File: config.mk
export PLATFORM = sky130hd
export DESIGN_NAME = pqsdn_flow_stat_upd
export DESIGN_NICKNAME = d
export VERILOG_FILES = /design/src/rtl/pqsdn_flow_stat_upd.sv
export SDC_FILE = /design/constraint.sdc
export NUM_CORES = 1
export LEC_CHECK = 0
export ABC_AREA = 0
export ABC_CLOCK_PERIOD_IN_PS = 9700
export CORE_MARGIN = 1.5
export CORE_UTILIZATION = 30
export DETAILED_ROUTE_END_ITERATION = 10
export GPL_TIMING_DRIVEN = 0
export PLACE_DENSITY = 0.63
export SLEW_MARGIN = 20
export SYNTH_ARGS = -nofsm -noshare
export SYNTH_HDL_FRONTEND = slang
export SYNTH_SLANG_ARGS = --single-unit
export TNS_END_PERCENT = 5
File: constraint.sdc
create_clock -name clk -period 9.7 [get_ports clk]
set_input_delay 1.94 -clock clk [delete_from_list [all_inputs] [get_ports clk]]
set_output_delay 1.94 -clock clk [all_outputs]
set_load 0.005 [all_outputs]
File: src/rtl/pqsdn_flow_stat_upd.sv
// Per-flow statistics read-modify-write engine in front of an async-read RAM.
// Saturating packet/byte counters, write forwarding over the RAM's 2-cycle commit, table sweep, stat reads.
module pqsdn_flow_stat_upd #(
  parameter int ADDR_W = 10,
  parameter int PKT_W  = 32,
  parameter int BYTE_W = 32,
  parameter int LEN_W  = 16,
  localparam int DATA_W = PKT_W + BYTE_W
) (
  input  logic              clk,
  input  logic              rst,
  input  logic              clr_i,
  output logic              init_done_o,
  input  logic              in_valid_i,
  output logic              in_ready_o,
  input  logic [ADDR_W-1:0] in_flow_i,
  input  logic [LEN_W-1:0]  in_len_i,
  input  logic              st_req_i,
  input  logic [ADDR_W-1:0] st_addr_i,
  input  logic              st_clr_i,
  output logic              st_valid_o,
  output logic [DATA_W-1:0] st_data_o,
  output logic              en_a_o,
  output logic [ADDR_W-1:0] wraddr_a_o,
  output logic [DATA_W-1:0] wrdata_a_o,
  output logic              rden_b_o,
  output logic [ADDR_W-1:0] rdaddr_b_o,
  input  logic [DATA_W-1:0] rddata_i
);

  localparam logic [0:0] ST_INIT = 1'b0;
  localparam logic [0:0] ST_RUN  = 1'b1;
  localparam logic [ADDR_W-1:0] PTR_LAST = '1;

  logic [0:0]        state_q, state_d;
  logic [ADDR_W-1:0] ptr_q, ptr_d;
  logic              wrEn_q, wrEn_d;
  logic [ADDR_W-1:0] wrAddr_q, wrAddr_d;
  logic [DATA_W-1:0] wrData_q, wrData_d;
  logic              fwdEn_q;
  logic [ADDR_W-1:0] fwdAddr_q;
  logic [DATA_W-1:0] fwdData_q;
  logic              stValid_q;
  logic [DATA_W-1:0] stData_q;

  logic              run;
  logic              stFire;
  logic              updFire;
  logic [DATA_W-1:0] oldWord;
  logic [PKT_W:0]    pktSum;
  logic [BYTE_W:0]   byteSum;
  logic [PKT_W-1:0]  newPkt;
  logic [BYTE_W-1:0] newByte;

  assign run         = (state_q == ST_RUN);
  assign init_done_o = run;
  assign in_ready_o  = run & ~st_req_i & ~clr_i;
  assign stFire      = run & st_req_i;
  assign updFire     = in_valid_i & in_ready_o;
  assign rden_b_o    = stFire | updFire;
  assign rdaddr_b_o  = stFire ? st_addr_i : (updFire ? in_flow_i : '0);

  // The newest in-flight write wins: the one on the RAM port, then the one inside the RAM's stage.
  always_comb begin
    if (wrEn_q && (wrAddr_q == rdaddr_b_o)) begin
      oldWord = wrData_q;
    end else if (fwdEn_q && (fwdAddr_q == rdaddr_b_o)) begin
      oldWord = fwdData_q;
    end else begin
      oldWord = rddata_i;
    end
  end

  assign pktSum  = {1'b0, oldWord[DATA_W-1:BYTE_W]} + {{PKT_W{1'b0}}, 1'b1};
  assign byteSum = {1'b0, oldWord[BYTE_W-1:0]} + {{(BYTE_W + 1 - LEN_W){1'b0}}, in_len_i};
  assign newPkt  = pktSum[PKT_W] ? '1 : pktSum[PKT_W-1:0];
  assign newByte = byteSum[BYTE_W] ? '1 : byteSum[BYTE_W-1:0];

  always_comb begin
    state_d  = state_q;
    ptr_d    = ptr_q;
    wrEn_d   = 1'b0;
    wrAddr_d = '0;
    wrData_d = '0;
    case (state_q)
      ST_INIT: begin
        wrEn_d   = 1'b1;
        wrAddr_d = ptr_q;
        ptr_d    = ptr_q + {{(ADDR_W-1){1'b0}}, 1'b1};
        if (ptr_q == PTR_LAST) begin
          state_d = ST_RUN;
          ptr_d   = '0;
        end
      end
      default: begin
        if (stFire && st_clr_i) begin
          wrEn_d   = 1'b1;
          wrAddr_d = st_addr_i;
        end else if (updFire) begin
          wrEn_d   = 1'b1;
          wrAddr_d = in_flow_i;
          wrData_d = {newPkt, newByte};
        end
        // The op accepted alongside clr_i is still written; the sweep's zeros follow it.
        if (clr_i) begin
          state_d = ST_INIT;
          ptr_d   = '0;
        end
      end
    endcase
  end

  always_ff @(posedge clk or posedge rst) begin
    if (rst) begin
      state_q   <= ST_INIT;
      ptr_q     <= '0;
      wrEn_q    <= 1'b0;
      wrAddr_q  <= '0;
      wrData_q  <= '0;
      fwdEn_q   <= 1'b0;
      fwdAddr_q <= '0;
      fwdData_q <= '0;
      stValid_q <= 1'b0;
      stData_q  <= '0;
    end else begin
      state_q   <= state_d;
      ptr_q     <= ptr_d;
      wrEn_q    <= wrEn_d;
      wrAddr_q  <= wrAddr_d;
      wrData_q  <= wrData_d;
      fwdEn_q   <= wrEn_q;
      fwdAddr_q <= wrAddr_q;
      fwdData_q <= wrData_q;
      stValid_q <= stFire;
      if (stFire) begin
        stData_q <= oldWord;
      end
    end
  end

  assign en_a_o     = wrEn_q;
  assign wraddr_a_o = wrAddr_q;
  assign wrdata_a_o = wrData_q;
  assign st_valid_o = stValid_q;
  assign st_data_o  = stData_q;

endmodule

---- Yosys cells after proc, flatten, opt, wreduce, memory -nomap -nowiden ----
Index checks and enable logic that the tools add are counted.
storage, ports and cells
  flip-flop bits (word level) ............. 226
  bits of input ports ..................... 106
  output and inout port bits .............. 153
cells by class
  add/sub/neg operators ................... 3
  equal/unequal tests ..................... 4
  mux-type cells .......................... 20
  bitwise operators ....................... 7
  reductions and logical operators ........ 3
operators by type and width
  operator                                        count
  two-way mux 64 bit                              5
  two-way mux 10 bit                              7
  two-way mux 32 bit                              2
  adder 32 x 1 -> 33 bit (second input constant)  1
  adder 32 x 16 -> 33 bit                         1
  equality test 10 bit                            2
  adder 10 x 1 -> 10 bit (second input constant)  1
  equality test 10 bit (second input constant)    1
  two-way mux 1 bit                               6
  bitwise AND 1 bit                               4
  logical AND 1 bit                               3
  != test 2 bit (second input constant)           1
  inverter 1 bit                                  2
  bitwise OR 1 bit                                1

---- Longest topological paths before layout ----
  depth after elaboration ................. 15
  depth in mapped cells ................... 30

---- Worst setup path after synthesis ----
OpenSTA, ideal clock, no wires.
  path kind ............................... input to register
  from .................................... input port in_valid_i
  to ...................................... register wrData_q[10] (netlist: wrdata_a_o[10])
  setup time .............................. 0.078 ns
  arrival ................................. 7.363 ns
  data required time ...................... 9.622 ns
  setup slack ............................. 2.259 ns
  cell stages on the path ................. 28
  cell sequence ........................... buf_2 > and4bb_2 > mux2i_1 > nand4_1 > or4_1 > clkbuf_1 > nor2_1 > clkbuf_1 > buf_1 > clkbuf_1 > nand2_1 > a31oi_1 > ha_1 > inv_1 > fa_1 > nor2b_1 > o21a_1 > o21ai_0 > nand2_1 > a31oi_1 > o21ai_0 > o221ai_1 > o21ai_1 > nand4_1 > nand2b_1 > buf_2 > buf_2 > a21oi_1
on the way
  longest elaborated chain between the ends .. 12
  elaborated cells on any way between the ends .. 14
ends and longest elaborated chain
  what                                  line  text
  start: declaration                    14    input logic in_valid_i,
  bitwise AND 1 bit (*)                 59    assign updFire = in_valid_i & in_ready_o;
  two-way mux 10 bit (*) (2 in series)  61    assign rdaddr_b_o = stFire ? st_addr_i : (updFire ? in_flow_i : '0);
  equality test 10 bit                  67    end else if (fwdEn_q && (fwdAddr_q == rdaddr_b_o)) begin
  logical AND 1 bit                     67
  two-way mux 64 bit                    67
  two-way mux 64 bit (*)                65    if (wrEn_q && (wrAddr_q == rdaddr_b_o)) begin
  net oldWord[0]                        49    logic [DATA_W-1:0] oldWord;
  adder 32 x 16 -> 33 bit (*)           75    assign byteSum = {1'b0, oldWord[BYTE_W-1:0]} + {{(BYTE_W + 1 - LEN_W){1'b0}}, in_len_i};
  two-way mux 32 bit (*)                77    assign newByte = byteSum[BYTE_W] ? '1 : byteSum[BYTE_W-1:0];
  two-way mux 64 bit (*)                99    end else if (updFire) begin
  two-way mux 64 bit (*)                96    if (stFire && st_clr_i) begin
  two-way mux 64 bit (*)                85    case (state_q)
  net wrData_d[10]                      39    logic [DATA_W-1:0] wrData_q, wrData_d;
  end signal: assignment                130   wrData_q <= wrData_d;
  end: declaration                      39
The timed path passes the listed nets; every way through them passes the cells marked *.
A chain may end at the register's enable or synchronous reset.

---- Final worst setup path ----
  from .................................... input port st_req_i
  to ...................................... register wrData_q[26] (netlist: wrdata_a_o[26])
on the way
  longest elaborated chain between the ends .. 15
  elaborated cells on any way between the ends .. 19
ends and longest elaborated chain
  what                             line  text
  start: declaration               18    input logic st_req_i,
  inverter 1 bit                   57    assign in_ready_o = run & ~st_req_i & ~clr_i;
  bitwise AND 1 bit (2 in series)  57
  bitwise AND 1 bit                59
  two-way mux 10 bit               61
  two-way mux 10 bit (*)           61
  equality test 10 bit             67
  logical AND 1 bit                67
  two-way mux 64 bit               67
  two-way mux 64 bit (*)           65
  net oldWord[0]                   49
  adder 32 x 16 -> 33 bit (*)      75
  two-way mux 32 bit (*)           77
  two-way mux 64 bit (*)           99
  two-way mux 64 bit (*)           96
  two-way mux 64 bit (*)           85
  net wrData_d[26]                 39
Marks and branches as above.

==> reports/results.ini <==
[setup_path]
reg2reg_depth = 25
slowest_delay_ps = 670
cp-end-kind = flip-flop
r2r-start = init_done_o$_DFF_PP0_
arrival_ps = 9750
path_class = primary input to flip-flop
worst-path-buf-inv = 9
critPathSlowestCell = clkdlybuf4s50_1
cp_max_fo = 19
critPathTopFamily = buffers and inverters
required_ps = 10170
start_kind = primary input
worstReg2RegEnd = wrdata_a_o[31]$_DFF_PP0_
r2r_setup_slack_ps = 1890

[detailed_routing]
ant_nets = 0
first_iter_violations = 658
post_drt_wl_per_cell_um = 22.2
via_count = 11000
drt_pass1_iterations = 5
finalWirelength_um = 46200
vias_per_cell = 5.30
drc_errors = 0

[grt]
grtUsageTotal = 0.227
grt_start_max_net_pins = 103
grt_overflow = 0
antenna_found_initial = 3
first_global_vias = 11200
grt_pass1_wl_um = 69700

[clocking]
clk_pin_slew_ps = 60
ctsRootBufferMaster = clkbuf_16
cts_setup_buffers = 0
cts_tree = built
cts_max_level = 1
clk_latency_ps = 560
cts_hold_buf = 0
cts-buffers-inserted = 26
cts_resized = 6
cts.sinks = 226
cts_buffer_depth = 3

[placement]
dp_slack_ps = -1180
io_buffer_count = 258
dp_hpwl_um = 34400
gp_congestion = 0.906
placed_cell_area_mm2 = 0.0150

[timing]
min_period_ps = 9280
worst_slack_ps = 421
clock_skew_ps = 26.7
rsz0062_at_grt = no
drv_slew = 0
finalSetupViolations = 0
period_share = 0.957
slew_headroom = 0.317
hold_viol_final = 0
fmax_mhz = 108
tightest_slew_ps = 1020

[cells_and_area]
final-seq-area_mm2 = 0.00566
syn_to_final_growth_pct = 36.8
multi_input_comb_area_mm2 = 0.00565
fill_cells = 3848
final_area_mm2 = 0.0160
n_antenna_cell = 0
drive_gt1_frac = 0.0800
nets = 1668

[synth]
ys_types = 76
yosys_warnings = 0
yosysTopAreaCellShare = 0.484
avgSynthCellArea_um2 = 9.29
synth_area_leaders = dfrtp_1, nand2_1, o21ai_0
synth_edf_count = 0
synth_top_cell_by_area = dfrtp_1
synthCells = 1256
synth_seq_area_share = 0.484
netlist_area_mm2 = 0.0117
synth_nets = 1381
synth-seq-cells = 226
synth_top_flop_cell = dfrtp_1
synthArstFlopShare = 1.00

[floorplan]
std_cell_rows = 72
pin_count = 259
die-area_mm2 = 0.0401
start_util = 0.303
coreArea_mm2 = 0.0386
die_h_um = 200
die_w_um = 200

[power_and_ir_drop]
irDropWorstVdd_v = 0.000144
p_leak_uw = 0.00695
power_uw = 3430
p_per_area_mw_per_mm2 = 215

[hold_path]
hold-path-endpoint = fwdData_q[1]$_DFF_PP0_
hp-class = flip-flop to flip-flop
hold_path.startpoint = wrdata_a_o[1]$_DFF_PP0_
min_delay_path_depth = 0

[status]
status = finished, final reports clean

[flow_run]
cap_viol_max_count = 0

==> layer usage <==
layer / GRT usage / part of all wire / up-vias / wire (um)
met1: 0.295 / 0.42 / 5440 / 19600
li1: - / - / 5077 / -
met5: 0 / 0.00089 / - / 41
met4: 0.0682 / 0.028 / 6 / 1290
met2: 0.366 / 0.46 / 421 / 21400
met3: 0.0646 / 0.084 / 82 / 3880
==> state kept, by name, indices dropped and copies added, names as in the netlist <==
| signal | flops |
|---|---|
| fwdData_q | 64 |
| st_data_o | 64 |
| wrdata_a_o | 64 |
| fwdAddr_q | 10 |
| ptr_q | 10 |
| wraddr_a_o | 10 |
| en_a_o | 1 |
| fwdEn_q | 1 |
| init_done_o | 1 |
| st_valid_o | 1 |
==> synthesized netlist by cell type, types with 8 or more instances <==
| master | instances |
|---|---|
| a21boi_0 | 10 |
| a21o_1 | 11 |
| a21oi_1 | 92 |
| a221o_1 | 8 |
| a31oi_1 | 33 |
| and3_1 | 20 |
| buf_2 | 9 |
| clkbuf_1 | 47 |
| dfrtp_1 | 226 |
| ha_1 | 18 |
| inv_1 | 24 |
| mux2_2 | 31 |
| mux2i_1 | 17 |
| nand2_1 | 212 |
| nand2b_1 | 19 |
| nand3_1 | 66 |
| nand4_1 | 18 |
| nand4bb_1 | 8 |
| nor2_1 | 74 |
| nor2b_1 | 11 |
| nor3_1 | 17 |
| nor4_1 | 16 |
| o21ai_0 | 96 |
| xnor2_1 | 26 |
| xor2_1 | 26 |
==> worst max path at each step <==
stage	slack, ps	cells past startpoint	start	to
2_1_floorplan	1570	1	rst	en_a_o$_DFF_PP0_
6_report	420	29	st_req_i	wrdata_a_o[26]$_DFF_PP0_
5_1_grt	20	29	st_req_i	wrdata_a_o[14]$_DFF_PP0_
4_1_cts	50	31	st_req_i	wrdata_a_o[26]$_DFF_PP0_
3_5_place_dp	-1180	29	st_req_i	wrdata_a_o[25]$_DFF_PP0_
3_3_place_gp	-1630	2	rst	st_data_o[3]$_DFFE_PP0P_
==> report_power, final <==
| part | leakage, uW | internal [uW] | switching (uW) |
|---|---|---|---|
| clock | 0.000476 | 683 | 415 |
| combinational | 0.00347 | 534 | 575 |
| sequential | 0.00300 | 1090 | 130 |
| total | 0.00695 | 2310 | 1120 |
==> stage by stage <==
stage               hold WS, ps  cells   util  setup TNS [ps]
floorplan                   391   1256      -               0
global placement            379   2032  0.387         -391170
detailed placement          382   2034  0.388          -33940
CTS                         396   2080  0.414               0
global route                409   2080  0.414               0
finish                      397   2080  0.414               0
==> placed cells by master, fill, tap and decap left out, drive strengths merged, types with 20 or more instances in the layout <==
| cell | instances |
|---|---|
| mux2 | 31 |
| xor2 | 26 |
| o21ai | 101 |
| nand3 | 67 |
| clkdlybuf4s50 | 258 |
| xnor2 | 26 |
| nor2 | 74 |
| and3 | 20 |
| buf | 22 |
| a21oi | 96 |
| dfrtp | 226 |
| inv | 24 |
| a31oi | 33 |
| clkbuf | 87 |
| nand2 | 212 |
==> kinds of logic after synthesis <==
| group | count (synthesis) | synth area share |
|---|---|---|
| buffers and inverters | 92 | 0.0334 |
| flip-flops | 226 | 0.484 |
| multiplexers | 48 | 0.0445 |
| AO/OA/AOI/OAI | 316 | 0.165 |
| AND/OR/NAND/NOR | 503 | 0.213 |
| XOR/XNOR | 52 | 0.0390 |
| adder cells (fa/ha/maj) | 19 | 0.0210 |
==> layout make-up <==
class / instances / share of cell area
buffer: 67 / 0.0192
clock buffer: 40 / 0.0509
clock inverter: 7 / 0.00956
inverter: 24 / 0.00635
multi-input combinational: 938 / 0.354
sequential: 226 / 0.354
tap: 518 / 0.0406
timing repair buffer: 260 / 0.165
Note: power is estimated with default switching activity, not from simulation.
